## config.mk

```make
export PLATFORM = sky130hd
export DESIGN_NAME = calculate2_solver
export DESIGN_NICKNAME = d
export VERILOG_FILES = /design/src/rtl/calculate2_solver.sv
export SDC_FILE = /design/constraint.sdc
export NUM_CORES = 1
export LEC_CHECK = 0
export CAP_MARGIN = 20
export CORE_MARGIN = 5
export CORE_UTILIZATION = 57
export CTS_CLUSTER_SIZE = 30
export DETAILED_ROUTE_END_ITERATION = 6
export HOLD_SLACK_MARGIN = 0.06
export MAX_ROUTING_LAYER = met4
export PLACE_DENSITY = 0.81
export SLEW_MARGIN = 20
export SYNTH_ARGS = -nofsm -noshare
export SYNTH_HDL_FRONTEND = slang
export SYNTH_SLANG_ARGS = --single-unit
```

## constraint.sdc

```tcl
create_clock -name clk -period 11.4 [get_ports clk]
set_clock_uncertainty 0.1 [all_clocks]
set_input_delay 2.28 -clock clk [delete_from_list [all_inputs] [get_ports clk]]
set_output_delay 2.28 -clock clk [all_outputs]
set_load 0.03 [all_outputs]
```

## src/rtl/calculate2_solver.sv

```systemverilog
// Inverse of OUT = 3a + 4b + 5c: sequential search, one (b,c) candidate per clock, c-major order.
// Optional macro SOLVER_ITER_CNT_EN adds the iter_cnt candidate counter output.
module calculate2_solver #(
  parameter int W_N   = 6,
  parameter int W_OUT = 10
) (
  input  logic             clk,
  input  logic             rst,
  input  logic             start,
  input  logic [W_OUT-1:0] target,
  input  logic [1:0]       MODE,
  output logic             busy,
  output logic             done,
  output logic             found,
  output logic [W_N-1:0]   N0,
  output logic [W_N-1:0]   N1,
  output logic [W_N-1:0]   N2,
  output logic [W_N-1:0]   N3,
  output logic [W_N-1:0]   N4,
  output logic [W_N-1:0]   N5
`ifdef SOLVER_ITER_CNT_EN
  ,
  output logic [2*W_N:0]   iter_cnt
`endif
);

  localparam int RW = W_OUT + 2;
  localparam logic [W_N-1:0]   OP_MAX = '1;
  localparam logic [RW-1:0]    Q_MAX  = RW'(2**W_N - 1);
  localparam logic [W_OUT-1:0] T_MAX  = W_OUT'(12 * (2**W_N - 1));

  typedef enum logic [1:0] {IDLE, SEARCH, DONE} state_t;

  state_t           state, state_nx;
  logic [W_OUT-1:0] tgt;
  logic             mode_hi;
  logic             reject;
  logic [W_N-1:0]   b, c, b_nx, c_nx;
  logic             finish, hit_take;

  // MODE[0] is reserved; it is read here only so it is not left dangling.
  logic unused_mode;
  assign unused_mode = MODE[0];

  // Residual for the current candidate, signed and wide enough that 4M + 5M never wraps.
  logic [RW-1:0]        b4, c5;
  logic signed [RW-1:0] rem;
  logic [RW-1:0]        rem_u, quo, mdl;
  logic                 hit, rem_neg;

  always_comb begin
    b4      = RW'(b) << 2;
    c5      = (RW'(c) << 2) + RW'(c);
    rem     = $signed(RW'(tgt)) - $signed(b4) - $signed(c5);
    rem_neg = rem[RW-1];
    rem_u   = rem;
    quo     = rem_u / RW'(3);
    mdl     = rem_u % RW'(3);
    hit     = !rem_neg && (mdl == '0) && (quo <= Q_MAX);
  end

  // NOTE: every variable assigned in this block gets a default first, so no latch can be inferred.
  always_comb begin
    state_nx = state;
    b_nx     = b;
    c_nx     = c;
    finish   = 1'b0;
    hit_take = 1'b0;
    unique case (state)
      IDLE: begin
        if (start) begin
          state_nx = SEARCH;
          b_nx     = '0;
          c_nx     = '0;
        end
      end
      SEARCH: begin
        if (reject) begin
          finish = 1'b1;
        end else if (hit) begin
          finish   = 1'b1;
          hit_take = 1'b1;
        end else if (rem_neg) begin
          // Larger b only lowers rem further, so skip to the next c.
          if (b == '0 || c == OP_MAX) begin
            finish = 1'b1;
          end else begin
            b_nx = '0;
            c_nx = c + 1'b1;
          end
        end else if (b != OP_MAX) begin
          b_nx = b + 1'b1;
        end else if (c == OP_MAX) begin
          finish = 1'b1;
        end else begin
          b_nx = '0;
          c_nx = c + 1'b1;
        end
        if (finish) state_nx = DONE;
      end
      DONE:    state_nx = IDLE;
      default: state_nx = IDLE;
    endcase
    busy = (state != IDLE);
    done = (state == DONE);
  end

  logic [W_N-1:0] a_val;
  assign a_val = quo[W_N-1:0];

`ifdef SOLVER_ITER_CNT_EN
  logic [2*W_N:0] cnt;
  assign iter_cnt = cnt;
`endif

  // NOTE: sequential state uses non-blocking assignments so all registers update from pre-edge values.
  always_ff @(posedge clk) begin
    if (rst) begin
      state   <= IDLE;
      tgt     <= '0;
      mode_hi <= 1'b0;
      reject  <= 1'b0;
      b       <= '0;
      c       <= '0;
      found   <= 1'b0;
      N0      <= '0;
      N1      <= '0;
      N2      <= '0;
      N3      <= '0;
      N4      <= '0;
      N5      <= '0;
`ifdef SOLVER_ITER_CNT_EN
      cnt     <= '0;
`endif
    end else begin
      state <= state_nx;
      b     <= b_nx;
      c     <= c_nx;
      if (state == IDLE && start) begin
        tgt     <= target;
        mode_hi <= MODE[1];
        reject  <= (target > T_MAX);
`ifdef SOLVER_ITER_CNT_EN
        cnt     <= '0;
`endif
      end
`ifdef SOLVER_ITER_CNT_EN
      if (state == SEARCH) cnt <= cnt + 1'b1;
`endif
      if (finish) begin
        found <= hit_take;
        N0    <= (hit_take &&  mode_hi) ? a_val : '0;
        N1    <= (hit_take &&  mode_hi) ? b     : '0;
        N2    <= (hit_take &&  mode_hi) ? c     : '0;
        N3    <= (hit_take && !mode_hi) ? a_val : '0;
        N4    <= (hit_take && !mode_hi) ? b     : '0;
        N5    <= (hit_take && !mode_hi) ? c     : '0;
      end
    end
  end

endmodule

```

==> impl_metrics.prom <==
# TYPE chip_impl_metric gauge
chip_impl_info{name="run_status",value="complete, no violations"} 1
chip_impl_info{name="most_repeated_cell_in_the_gate_level_netlist_after_synthesis",value="nand2_1"} 1
chip_impl_info{name="min_path_type",value="reg2reg"} 1
chip_impl_metric{name="syn_avg_cell_area",unit="um2"} 8.15
chip_impl_info{name="tritoncts",value="done"} 1
chip_impl_info{name="crit_path_top_delay_cell",value="a2111oi_1"} 1
chip_impl_metric{name="finalHoldViolCount",unit=""} 0
chip_impl_metric{name="place.port_buffers",unit=""} 52
chip_impl_info{name="critical_path.startpoint_type",value="register"} 1
chip_impl_metric{name="clock_sink_count",unit=""} 63
chip_impl_metric{name="firstDrtPassIters",unit=""} 5
chip_impl_info{name="yosys.area.top_type",value="dfxtp_1"} 1
chip_impl_metric{name="cts_post_setup_buffers_inserted",unit=""} 0
chip_impl_metric{name="final_hold_slack",unit="ps"} 362
chip_impl_metric{name="drtAntennaViolNets",unit=""} 0
chip_impl_metric{name="synth_cell_types",unit=""} 84
chip_impl_info{name="timing_worst_setup_path_type",value="reg2reg"} 1
chip_impl_metric{name="row_count",unit=""} 33
chip_impl_metric{name="synth_area",unit="um2"} 4650
chip_impl_metric{name="synth_largest_type_area_fraction",unit="%"} 27.1
chip_impl_metric{name="grt_antenna_before_repair",unit=""} 0
chip_impl_info{name="top_area_cells_in_the_synthesized_netlist",value="dfxtp_1 (27%), ha_1 (6.5%), nand2_1 (5.2%)"} 1
chip_impl_metric{name="worst_setup_hold_path_clk_slew",unit="ps"} 80
chip_impl_metric{name="first_iter_violations",unit=""} 297
chip_impl_info{name="postSynth.topFlopCell",value="dfxtp_1"} 1
chip_impl_info{name="clock-root-buffer",value="clkbuf_8"} 1
chip_impl_metric{name="totalWireLength",unit="mm"} 12.1
chip_impl_metric{name="final_nets",unit=""} 648
chip_impl_metric{name="fp.dieH",unit="um"} 100
chip_impl_metric{name="cts_buffers",unit=""} 9
chip_impl_info{name="synth.cells.most_frequent",value="nand2_1 (65), dfxtp_1 (63), nor2_1 (41)"} 1
chip_impl_metric{name="post_route_cells_drive_above_1_share",unit="%"} 7.04
chip_impl_metric{name="post_syn_instances",unit=""} 571
chip_impl_metric{name="timing.critical_path.slowest_cell_delay",unit="ps"} 570
chip_impl_metric{name="timing.setup.tns",unit="ps"} 0
chip_impl_metric{name="globalRouteTotalUtil",unit="%"} 24.8
chip_impl_metric{name="ys_seq_elements",unit=""} 63
chip_impl_metric{name="pin_count_of_the_biggest_net_entering_global_routing",unit=""} 46
chip_impl_metric{name="drc_errors",unit=""} 0
chip_impl_metric{name="cts.htree.levels",unit=""} 3
chip_impl_metric{name="route.detailed.vias_per_inst",unit=""} 6.40
chip_impl_metric{name="grt_remaining_overflow",unit=""} 0
chip_impl_metric{name="timing.final.crit_share",unit="%"} 77.7
chip_impl_metric{name="wire_per_inst",unit="um"} 16.9
chip_impl_info{name="endpoint_kind",value="register"} 1
chip_impl_info{name="cp_common_cell",value="ha_1"} 1
chip_impl_metric{name="design.core.area",unit="um2"} 8090
chip_impl_metric{name="period_needed",unit="ps"} 8860
chip_impl_metric{name="layout-area-overhead-vs-synth",unit="%"} 14.7
chip_impl_metric{name="post_cts_resize_count",unit=""} 0
chip_impl_metric{name="cts_hold_repair.buffers",unit=""} 0
chip_impl_metric{name="postSynthNetCount",unit=""} 613
chip_impl_metric{name="worstMarginPinSlew",unit="ps"} 940
chip_impl_metric{name="cts_max_path_buffers",unit=""} 2
chip_impl_metric{name="number_of_synthesized_flops_with_an_enable_pin",unit=""} 0
chip_impl_metric{name="number_of_vias_in_the_routed_layout",unit=""} 4582
chip_impl_metric{name="critical_path_peak_fanout",unit=""} 24
chip_impl_metric{name="post-route-util",unit="%"} 66.0
chip_impl_metric{name="grt_pass1_wl",unit="mm"} 20.1
chip_impl_info{name="rsz0062_at_grt",value="no"} 1
chip_impl_metric{name="synth-warning-count",unit=""} 0
chip_impl_metric{name="antenna_cells",unit=""} 0
chip_impl_metric{name="timing.critical_path.arrival",unit="ps"} 8990
chip_impl_metric{name="gp_congestion",unit=""} 0.893
chip_impl_metric{name="drv.max_cap_violation_count",unit=""} 0
chip_impl_metric{name="relSlewSlack",unit="%"} 36.9
chip_impl_metric{name="first_global_vias",unit=""} 4355
chip_impl_metric{name="initial_utilization",unit="%"} 57.5
chip_impl_metric{name="setup_viol",unit=""} 0
chip_impl_metric{name="seq_area_frac_synth",unit="%"} 27.1
chip_impl_metric{name="fmaxAchievable",unit="GHz"} 0.113
chip_impl_metric{name="worstPathRequired",unit="ps"} 11530
chip_impl_metric{name="asyncSetResetFlopFracSynth",unit="%"} 0
chip_impl_metric{name="die-area",unit="um2"} 10100
chip_impl_metric{name="dp.final_hpwl",unit="mm"} 9.12
chip_impl_metric{name="crit_buf_inv",unit=""} 1
chip_impl_metric{name="slew_viol_final",unit=""} 0
chip_impl_info{name="cp_top_family",value="compound AO/OA/AOI/OAI gates"} 1
chip_impl_metric{name="chipWidth",unit="um"} 100
chip_impl_metric{name="ioPinCount",unit=""} 54
chip_impl_metric{name="clk-insertion-delay-late",unit="ps"} 350
-- registers in the layout, summed over array words and instances (netlist names) --
name	cells
state	2
N2	6
reject	1
b	6
N4	6
N3	6
N1	6
tgt	10
found	1
N0	6
c	6
N5	6
mode_hi	1
-- routing by layer --
layer | up-vias | global-route usage, % | wire, um
li1 | 2200 | - | -
met1 | 2174 | 30.8 | 5310
met2 | 181 | 40.9 | 5930
met3 | 27 | 4.10 | 650
met4 | 0 | 8.19 | 233
met5 | - | - | 0
-- area by class of cell --
cell class	count	area, um2
fillers	702	2760
clock buffers	10	128
clock inverters	6	45.0
well taps	105	131
inverters	25	93.8
multi-input cells	453	3140
flip-flops and latches	63	1260
repair buffers	54	536
-- worst min-delay path, cell delays in order, from the launching register on --
cell and delay [ps]:
dfxtp_1 320, nand2_1 50, a21oi_1 50
-- through the flow --
step,setup slack (ps),std cells,instance area [um2]
6_report,2540,716,5340
5_1_grt,1770,716,5340
4_1_cts,2580,715,5330
3_5_place_dp,2630,699,5160
3_3_place_gp,2800,699,5160
2_1_floorplan,4110,571,4650
-- final timing paths --
path | start | end | slack [ps] | cells past startpoint
setup / recovery | b[0] | N3[0] | 2540 | 29
hold / removal | tgt[2] | tgt[2] | 360 | 2
setup reg to reg | b[0] | N3[0] | 2540 | 29
hold reg to reg | tgt[2] | tgt[2] | 360 | 2
-- cells in the final DEF, fill, tap and decap left out, drive strengths merged, types with 4 or more instances in the layout --
master         instances
clkbuf                11
and2                   8
ha                    24
o22ai                  6
a21o                   8
o211a                  8
xnor2                 16
nand4                  4
clkdlybuf4s50         52
o21a                   7
a22oi                 12
o32ai                  4
o21ai                 25
nor3                   9
a2111oi                4
nand2                 65
and3                   7
nor2b                  5
a21oi                 40
nor2                  43
nand2b                 5
xor2                  11
mux2i                  6
a211oi                10
dfxtp                 63
a22o                  23
nand3                 28
or3                    7
clkinv                 5
inv                   26
o211ai                14
-- cell families (layout without fill, tap and decap cells) --
group,after synthesis,in the layout,synth area share [%]
compound gates,196,196,31.9
xor+xnor,28,28,5.97
fa+ha+maj,27,27,7.74
buf+inv,55,95,5.35
flops,63,63,27.1
mux,7,7,1.53
simple gates,195,195,20.4
Power is not shown: default switching activity piles up to over one toggle a cycle in this logic, so the estimate is an artifact.
